`config.mk`:
```
export PLATFORM = sky130hd
export DESIGN_NAME = reg_xfer_ctrl_flat
export DESIGN_NICKNAME = d
export VERILOG_FILES = /design/src/rtl/reg_xfer_ctrl_pkg.sv /design/src/rtl/reg_xfer_ctrl_if.sv /design/src/rtl/reg_xfer_ctrl_onehot_decoder.sv /design/src/rtl/reg_xfer_ctrl.sv /design/src/flat_wrapper.sv
export SDC_FILE = /design/constraint.sdc
export NUM_CORES = 1
export LEC_CHECK = 0
export CAP_MARGIN = 25
export CORE_AREA = 2 2 63 110
export CTS_BUF_LIST = sky130_fd_sc_hd__clkbuf_4 sky130_fd_sc_hd__clkbuf_8
export DETAILED_ROUTE_END_ITERATION = 10
export DIE_AREA = 0 0 65 112
export PLACE_DENSITY = 0.76
export RECOVER_POWER = 100
export SYNTH_ARGS = -nofsm -noshare
export SYNTH_HDL_FRONTEND = slang
export SYNTH_SLANG_ARGS = --single-unit
```
`constraint.sdc`:
```
create_clock -name CLK -period 1.49 [get_ports CLK]
set_clock_uncertainty 0.15 [all_clocks]
set_input_delay 0.298 -clock CLK [delete_from_list [all_inputs] [get_ports CLK]]
set_output_delay 0.298 -clock CLK [all_outputs]
set_load 0.01 [all_outputs]
```
`src/rtl/reg_xfer_ctrl_pkg.sv`:
```
`default_nettype none
// ============================================================================
// reg_ctrl_pkg : shared opcode/state encodings and sizes for reg_xfer_ctrl
// Rev 1.0
// ============================================================================
package reg_ctrl_pkg;

  localparam int NREG = 8;
  localparam int SELW = 3;
  localparam int DW   = 16;
  localparam int FNW  = 4;

  typedef enum logic [1:0] {
    OP_MOV = 2'b00,
    OP_ALU = 2'b01,
    OP_LDI = 2'b10,
    OP_CLR = 2'b11
  } op_e;

  typedef enum logic [1:0] {
    ST_IDLE  = 2'd0,
    ST_READ  = 2'd1,
    ST_WRITE = 2'd2
  } state_e;

  typedef struct packed {
    op_e             op;
    logic [SELW-1:0] src_a;
    logic [SELW-1:0] src_b;
    logic [SELW-1:0] dst;
    logic [DW-1:0]   imm;
    logic [FNW-1:0]  fn;
  } cmd_t;

endpackage
`default_nettype wire

```
`src/rtl/reg_xfer_ctrl_if.sv`:
```
`default_nettype none
// ============================================================================
// reg_xfer_ctrl_if : command, register-bus and ALU signals of reg_xfer_ctrl
// Rev 1.0
// ============================================================================
interface reg_xfer_ctrl_if;
  import reg_ctrl_pkg::*;

  logic            start;
  logic [1:0]      op;
  logic [SELW-1:0] src_a;
  logic [SELW-1:0] src_b;
  logic [SELW-1:0] dst;
  logic [DW-1:0]   imm;
  logic [FNW-1:0]  fn;
  logic [DW-1:0]   A_bus;
  logic [DW-1:0]   alu_y;
  logic [NREG-1:0] RA;
  logic [NREG-1:0] RB;
  logic [FNW-1:0]  alu_fn;
  logic [DW-1:0]   S_bus;
  logic [NREG-1:0] SR;
  logic            busy;
  logic            done;

  // Master is the command source plus the register bank / ALU environment.
  modport master (
    output start, op, src_a, src_b, dst, imm, fn, A_bus, alu_y,
    input  RA, RB, alu_fn, S_bus, SR, busy, done
  );

  modport slave (
    input  start, op, src_a, src_b, dst, imm, fn, A_bus, alu_y,
    output RA, RB, alu_fn, S_bus, SR, busy, done
  );

endinterface
`default_nettype wire

```
`src/rtl/reg_xfer_ctrl_onehot_decoder.sv`:
```
`default_nettype none
// ============================================================================
// onehot_decoder : binary index to one-hot select, all-zero when disabled
// Rev 1.0
// ============================================================================
module onehot_decoder #(
  parameter int SELW = 3,
  parameter int NREG = 8
) (
  input  wire logic            en_i,
  input  wire logic [SELW-1:0] idx_i,
  output logic      [NREG-1:0] onehot_o
);

  generate
    for (genvar gi = 0; gi < NREG; gi++) begin : g_bit
      assign onehot_o[gi] = en_i && (idx_i == SELW'(gi));
    end
  endgenerate

endmodule
`default_nettype wire

```
`src/rtl/reg_xfer_ctrl.sv`:
```
`default_nettype none
// ============================================================================
// reg_xfer_ctrl : IDLE/READ/WRITE sequencer for register-bank transfers
// Rev 1.0
// ============================================================================
module reg_xfer_ctrl
  import reg_ctrl_pkg::*;
(
  input wire logic        CLK,
  input wire logic        CLR,
  reg_xfer_ctrl_if.slave  bus
);

  state_e        state_q, state_d;
  cmd_t          cmd_q, cmd_d;
  logic [DW-1:0] t_q, t_d;
  logic          done_q, done_d;
  logic          ra_en, rb_en, sr_en;

  always_ff @(posedge CLK) begin
    if (CLR) begin
      state_q <= ST_IDLE;
      cmd_q   <= '0;
      t_q     <= '0;
      done_q  <= 1'b0;
    end else begin
      state_q <= state_d;
      cmd_q   <= cmd_d;
      t_q     <= t_d;
      done_q  <= done_d;
    end
  end

  always_comb begin
    state_d = state_q;
    cmd_d   = cmd_q;
    t_d     = t_q;
    done_d  = 1'b0;
    ra_en   = 1'b0;
    rb_en   = 1'b0;
    sr_en   = 1'b0;
    unique case (state_q)
      ST_IDLE: begin
        if (bus.start) begin
          cmd_d.op    = op_e'(bus.op);
          cmd_d.src_a = bus.src_a;
          cmd_d.src_b = bus.src_b;
          cmd_d.dst   = bus.dst;
          cmd_d.imm   = bus.imm;
          cmd_d.fn    = bus.fn;
          state_d     = ST_READ;
        end
      end
      ST_READ: begin
        ra_en = (cmd_q.op == OP_MOV) || (cmd_q.op == OP_ALU);
        rb_en = (cmd_q.op == OP_ALU);
        // T captures the source operand so WRITE may target a source register.
        case (cmd_q.op)
          OP_MOV:  t_d = bus.A_bus;
          OP_ALU:  t_d = bus.alu_y;
          OP_LDI:  t_d = cmd_q.imm;
          default: t_d = '0;
        endcase
        state_d = ST_WRITE;
      end
      ST_WRITE: begin
        sr_en   = 1'b1;
        done_d  = 1'b1;
        state_d = ST_IDLE;
      end
      default: state_d = ST_IDLE;
    endcase
  end

  onehot_decoder #(.SELW(SELW), .NREG(NREG)) u_dec_ra (
    .en_i     (ra_en),
    .idx_i    (cmd_q.src_a),
    .onehot_o (bus.RA)
  );

  onehot_decoder #(.SELW(SELW), .NREG(NREG)) u_dec_rb (
    .en_i     (rb_en),
    .idx_i    (cmd_q.src_b),
    .onehot_o (bus.RB)
  );

  onehot_decoder #(.SELW(SELW), .NREG(NREG)) u_dec_sr (
    .en_i     (sr_en),
    .idx_i    (cmd_q.dst),
    .onehot_o (bus.SR)
  );

  // The latched fn only changes on command acceptance, so it holds between commands.
  assign bus.alu_fn = cmd_q.fn;
  assign bus.S_bus  = t_q;
  assign bus.busy   = (state_q != ST_IDLE);
  assign bus.done   = done_q;

endmodule
`default_nettype wire

```
`src/flat_wrapper.sv`:
```
// flat-port wrapper written by rule: the top's interface ports become plain ports
module reg_xfer_ctrl_flat import reg_ctrl_pkg::*;
  (CLK, CLR, bus_start, bus_op, bus_src_a, bus_src_b, bus_dst, bus_imm, bus_fn, bus_A_bus, bus_alu_y, bus_RA, bus_RB, bus_alu_fn, bus_S_bus, bus_SR, bus_busy, bus_done);
  reg_xfer_ctrl_if bus_i ();
  input wire logic CLK;
  input wire logic CLR;
  input wire logic [$bits(bus_i.start)-1:0] bus_start;
  input wire logic [$bits(bus_i.op)-1:0] bus_op;
  input wire logic [$bits(bus_i.src_a)-1:0] bus_src_a;
  input wire logic [$bits(bus_i.src_b)-1:0] bus_src_b;
  input wire logic [$bits(bus_i.dst)-1:0] bus_dst;
  input wire logic [$bits(bus_i.imm)-1:0] bus_imm;
  input wire logic [$bits(bus_i.fn)-1:0] bus_fn;
  input wire logic [$bits(bus_i.A_bus)-1:0] bus_A_bus;
  input wire logic [$bits(bus_i.alu_y)-1:0] bus_alu_y;
  output wire logic [$bits(bus_i.RA)-1:0] bus_RA;
  output wire logic [$bits(bus_i.RB)-1:0] bus_RB;
  output wire logic [$bits(bus_i.alu_fn)-1:0] bus_alu_fn;
  output wire logic [$bits(bus_i.S_bus)-1:0] bus_S_bus;
  output wire logic [$bits(bus_i.SR)-1:0] bus_SR;
  output wire logic [$bits(bus_i.busy)-1:0] bus_busy;
  output wire logic [$bits(bus_i.done)-1:0] bus_done;
  assign bus_i.start = bus_start;
  assign bus_i.op = bus_op;
  assign bus_i.src_a = bus_src_a;
  assign bus_i.src_b = bus_src_b;
  assign bus_i.dst = bus_dst;
  assign bus_i.imm = bus_imm;
  assign bus_i.fn = bus_fn;
  assign bus_i.A_bus = bus_A_bus;
  assign bus_i.alu_y = bus_alu_y;
  assign bus_RA = bus_i.RA;
  assign bus_RB = bus_i.RB;
  assign bus_alu_fn = bus_i.alu_fn;
  assign bus_S_bus = bus_i.S_bus;
  assign bus_SR = bus_i.SR;
  assign bus_busy = bus_i.busy;
  assign bus_done = bus_i.done;
  reg_xfer_ctrl u_core (.CLK(CLK), .CLR(CLR), .bus(bus_i));
endmodule
```
==> flow_summary.yaml, run 1 <==
floorplanning:
  die_area_um2: 7280
  core_um2: 6390
  die_h_um: 112
  die_w_um: 65
  io_pins: 112
  start_util_pct: 37.0
  rows: 39
finish:
  layout_commonest_cell: "clkdlybuf4s50_1"
  area_growth_pct: 72.0
  n_antenna_cell: 0
  layout_common_cells: "clkdlybuf4s50_1, dfxtp_1, nor2_1"
  layout-drive-gt1-share_pct: 32.2
  final_nets: 456
  postLayoutCoreUtil_pct: 63.7
  fin_cells: 473
place:
  routabilityCongestion: 0.804
  dp_cells: 442
  io_buffers: 111
  hpwl_um: 4790
sta:
  setup_violations: 72
  final_hold_viol_count: 0
  rsz0062_at_grt: "yes"
  tns_ns: -19.12
  min_period_over_period_pct: 129
  slew_headroom_pct: 76.4
  tightestPinTransition_ns: 0.354
  min_period_ns: 1.92
  fmax_ghz: 0.522
  setup_ws_ns: -0.425
  drv_slew: 0
global_route:
  overflow: 0
  grt_max_degree: 51
  grt_pass1_vias: 2405
  antenna_found_initial: 0
  grt_use_total_pct: 20.5
  grt_pass1_wl_um: 11600
yosys:
  yosysWarnings: 0
  synth_cell_type_count: 22
  ys_ff_latch: 50
  syn_inst: 249
  synth_top_area_share_pct: 42.3
  synth_area_per_cell_um2: 9.50
  ys_seq_area_share_pct: 42.3
  netlist_area_um2: 2370
  yosysTopAreaCell: "dfxtp_1"
  synth_area_leaders: "dfxtp_1, mux2i_1, nor2_1"
  syn_nets: 315
clock_tree:
  numCtsBuffers: 5
  htreeDepth: 2
  tritoncts: "yes"
  cts_root_buffer: "clkbuf_8"
  clk_pin_slew_ns: 0.09
  clk_latency_ns: 0.30
  cts.sinks: 50
  cts_max_path_buffers: 2
run:
  maxCapViolations: 0
critical_path:
  rr_endpoint: "u_core.bus.S_bus[8]"
  cp-start-kind: "flip-flop"
  critPathCaptureType: "primary output"
  crit_type: "reg2out"
  path_max_fanout: 4
  worstPathArrival_ns: 1.47
  reg2reg_from: "u_core.state_q[1]"
  critPathLaunch: "u_core.state_q[1]"
  crit_required_ns: 1.04
  r2r_slack_ns: -0.36
  worst-r2r-cell-count: 6
route:
  routedWlPerCell_um: 16.1
  vias: 2430
  antenna_left: 0
  dr.first_iter.drc_count: 125
  remaining_drc_errors: 0
  wl_um: 7610
  viasPerCell: 5.14
  firstDrtPassIters: 6
power_and_ir_drop:
  p_leak_nw: 1.77
  powerDensity_nw_per_um2: 788
  peakVddDrop_v: 0.000726
min_path:
  hold_path_class: "in2reg"
  hold_depth: 3
  worstHoldEndpoint: "u_core.bus.S_bus[3]"
  hp-start: "CLR"
run_status:
  violations: "negative setup slack"
  outcome: "finished with violations"
==> stage by stage <==
step	hold WS, ns	power [mW]	worst slack (ns)	cell area [um2]
floorplan	0.295	1.85	-0.0199	2400
CTS	0.286	3.19	-0.422	3960
global route	0.290	3.35	-0.510	4070
detailed placement	0.324	2.18	-0.585	3650
global placement	0.319	2.17	-0.550	3650
finish	0.292	3.21	-0.425	4070
==> layout make-up <==
type	count	area [um2]
Tap cell	82	103
Timing Repair Buffer	157	1490
Inverter	1	3.75
Multi-Input combinational cell	175	1350
Sequential cell	50	1010
Clock buffer	8	110
Fill cell	555	2320
==> state kept, by name (all words and copies together) (netlist names) <==
register	flops
u_core.bus.S_bus	16
u_core.cmd_q	27
u_core.bus.alu_fn	4
u_core.bus.done	1
u_core.state_q	2
==> where the power goes <==
group | internal [mW] | switching (mW) | leakage [nW] | total, mW
sequential | 1.41 | 0.0652 | 0.412 | 1.48
combinational | 0.501 | 0.319 | 1.30 | 0.819
clock | 0.470 | 0.441 | 0.0575 | 0.910
total | 2.38 | 0.825 | 1.77 | 3.21
==> worst max path at each step <==
stage	end	slack (ns)
floorplan	bus_RB[4]	-0.02
global placement	bus_RB[4]	-0.55
detailed placement	bus_RB[0]	-0.59
CTS	bus_RB[0]	-0.42
global route	bus_RB[0]	-0.51
finish	bus_RB[0]	-0.43
==> worst max-delay path, cell delays in order (launching register included) <==
cell      delay [ns]
dfxtp_4         0.37
nor3b_4         0.25
nand3b_1        0.14
buf_4           0.16
nor3_4          0.10
buf_2           0.15
==> synthesized netlist by cell type <==
cell and number:
nand3b_1 2, mux2_2 15, inv_1 1, or2_2 1, nand2b_1 8, nor2_1 50
nand3_1 1, buf_2 4, buf_6 5, a211oi_1 16, dfxtp_1 50, nor3_1 6
buf_4 8, a21o_4 1, a222oi_1 16, nor2b_1 2, nand2_1 20, clkbuf_1 7
or3b_2 1, nor3b_1 3, mux2i_1 31, mux2_1 1
==> cell families (layout without fill, tap and decap cells) <==
| group | Yosys count | count (layout) | synth area share, % |
|---|---|---|---|
| AOI/OAI and AO/OA | 33 | 34 | 12.5 |
| buffers and inverters | 25 | 166 | 7.03 |
| DFF | 50 | 50 | 42.3 |
| muxes | 47 | 47 | 20.7 |
| and+or+nand+nor | 94 | 94 | 17.5 |
==> per-layer routing <==
metal / routed length [um] / vias up / GRT usage, % / part of all wire [%]
met5: 0 / - / 0 / 0
met4: 191 / 0 / 8.51 / 2.5
met3: 324 / 15 / 2.93 / 4.3
met2: 4120 / 88 / 36.3 / 54
met1: 2970 / 1146 / 24.0 / 39
li1: - / 1181 / - / -
==> what timing repair did <==
action | in CTS | in global routing
setup buffers | 15 | 2
resized for setup | 165 | 17
gates cloned | 5 | 2
hold endpoints to repair | 0 | 0
hold buffers | 0 | 0
setup endpoints to repair | 91 | 73
pin swaps | 39 | 12
Note: power is estimated with default switching activity, not from simulation.
==> run 2: changes to the inputs <==
Settings changed: CTS_BUF_LIST sky130_fd_sc_hd__clkbuf_4 sky130_fd_sc_hd__clkbuf_8 to sky130_fd_sc_hd__clkbuf_8, GPL_ROUTABILITY_DRIVEN set to 0.
==> results of run 2 <==
No change in the layout: final DEF, timing and power equal those of run 1.
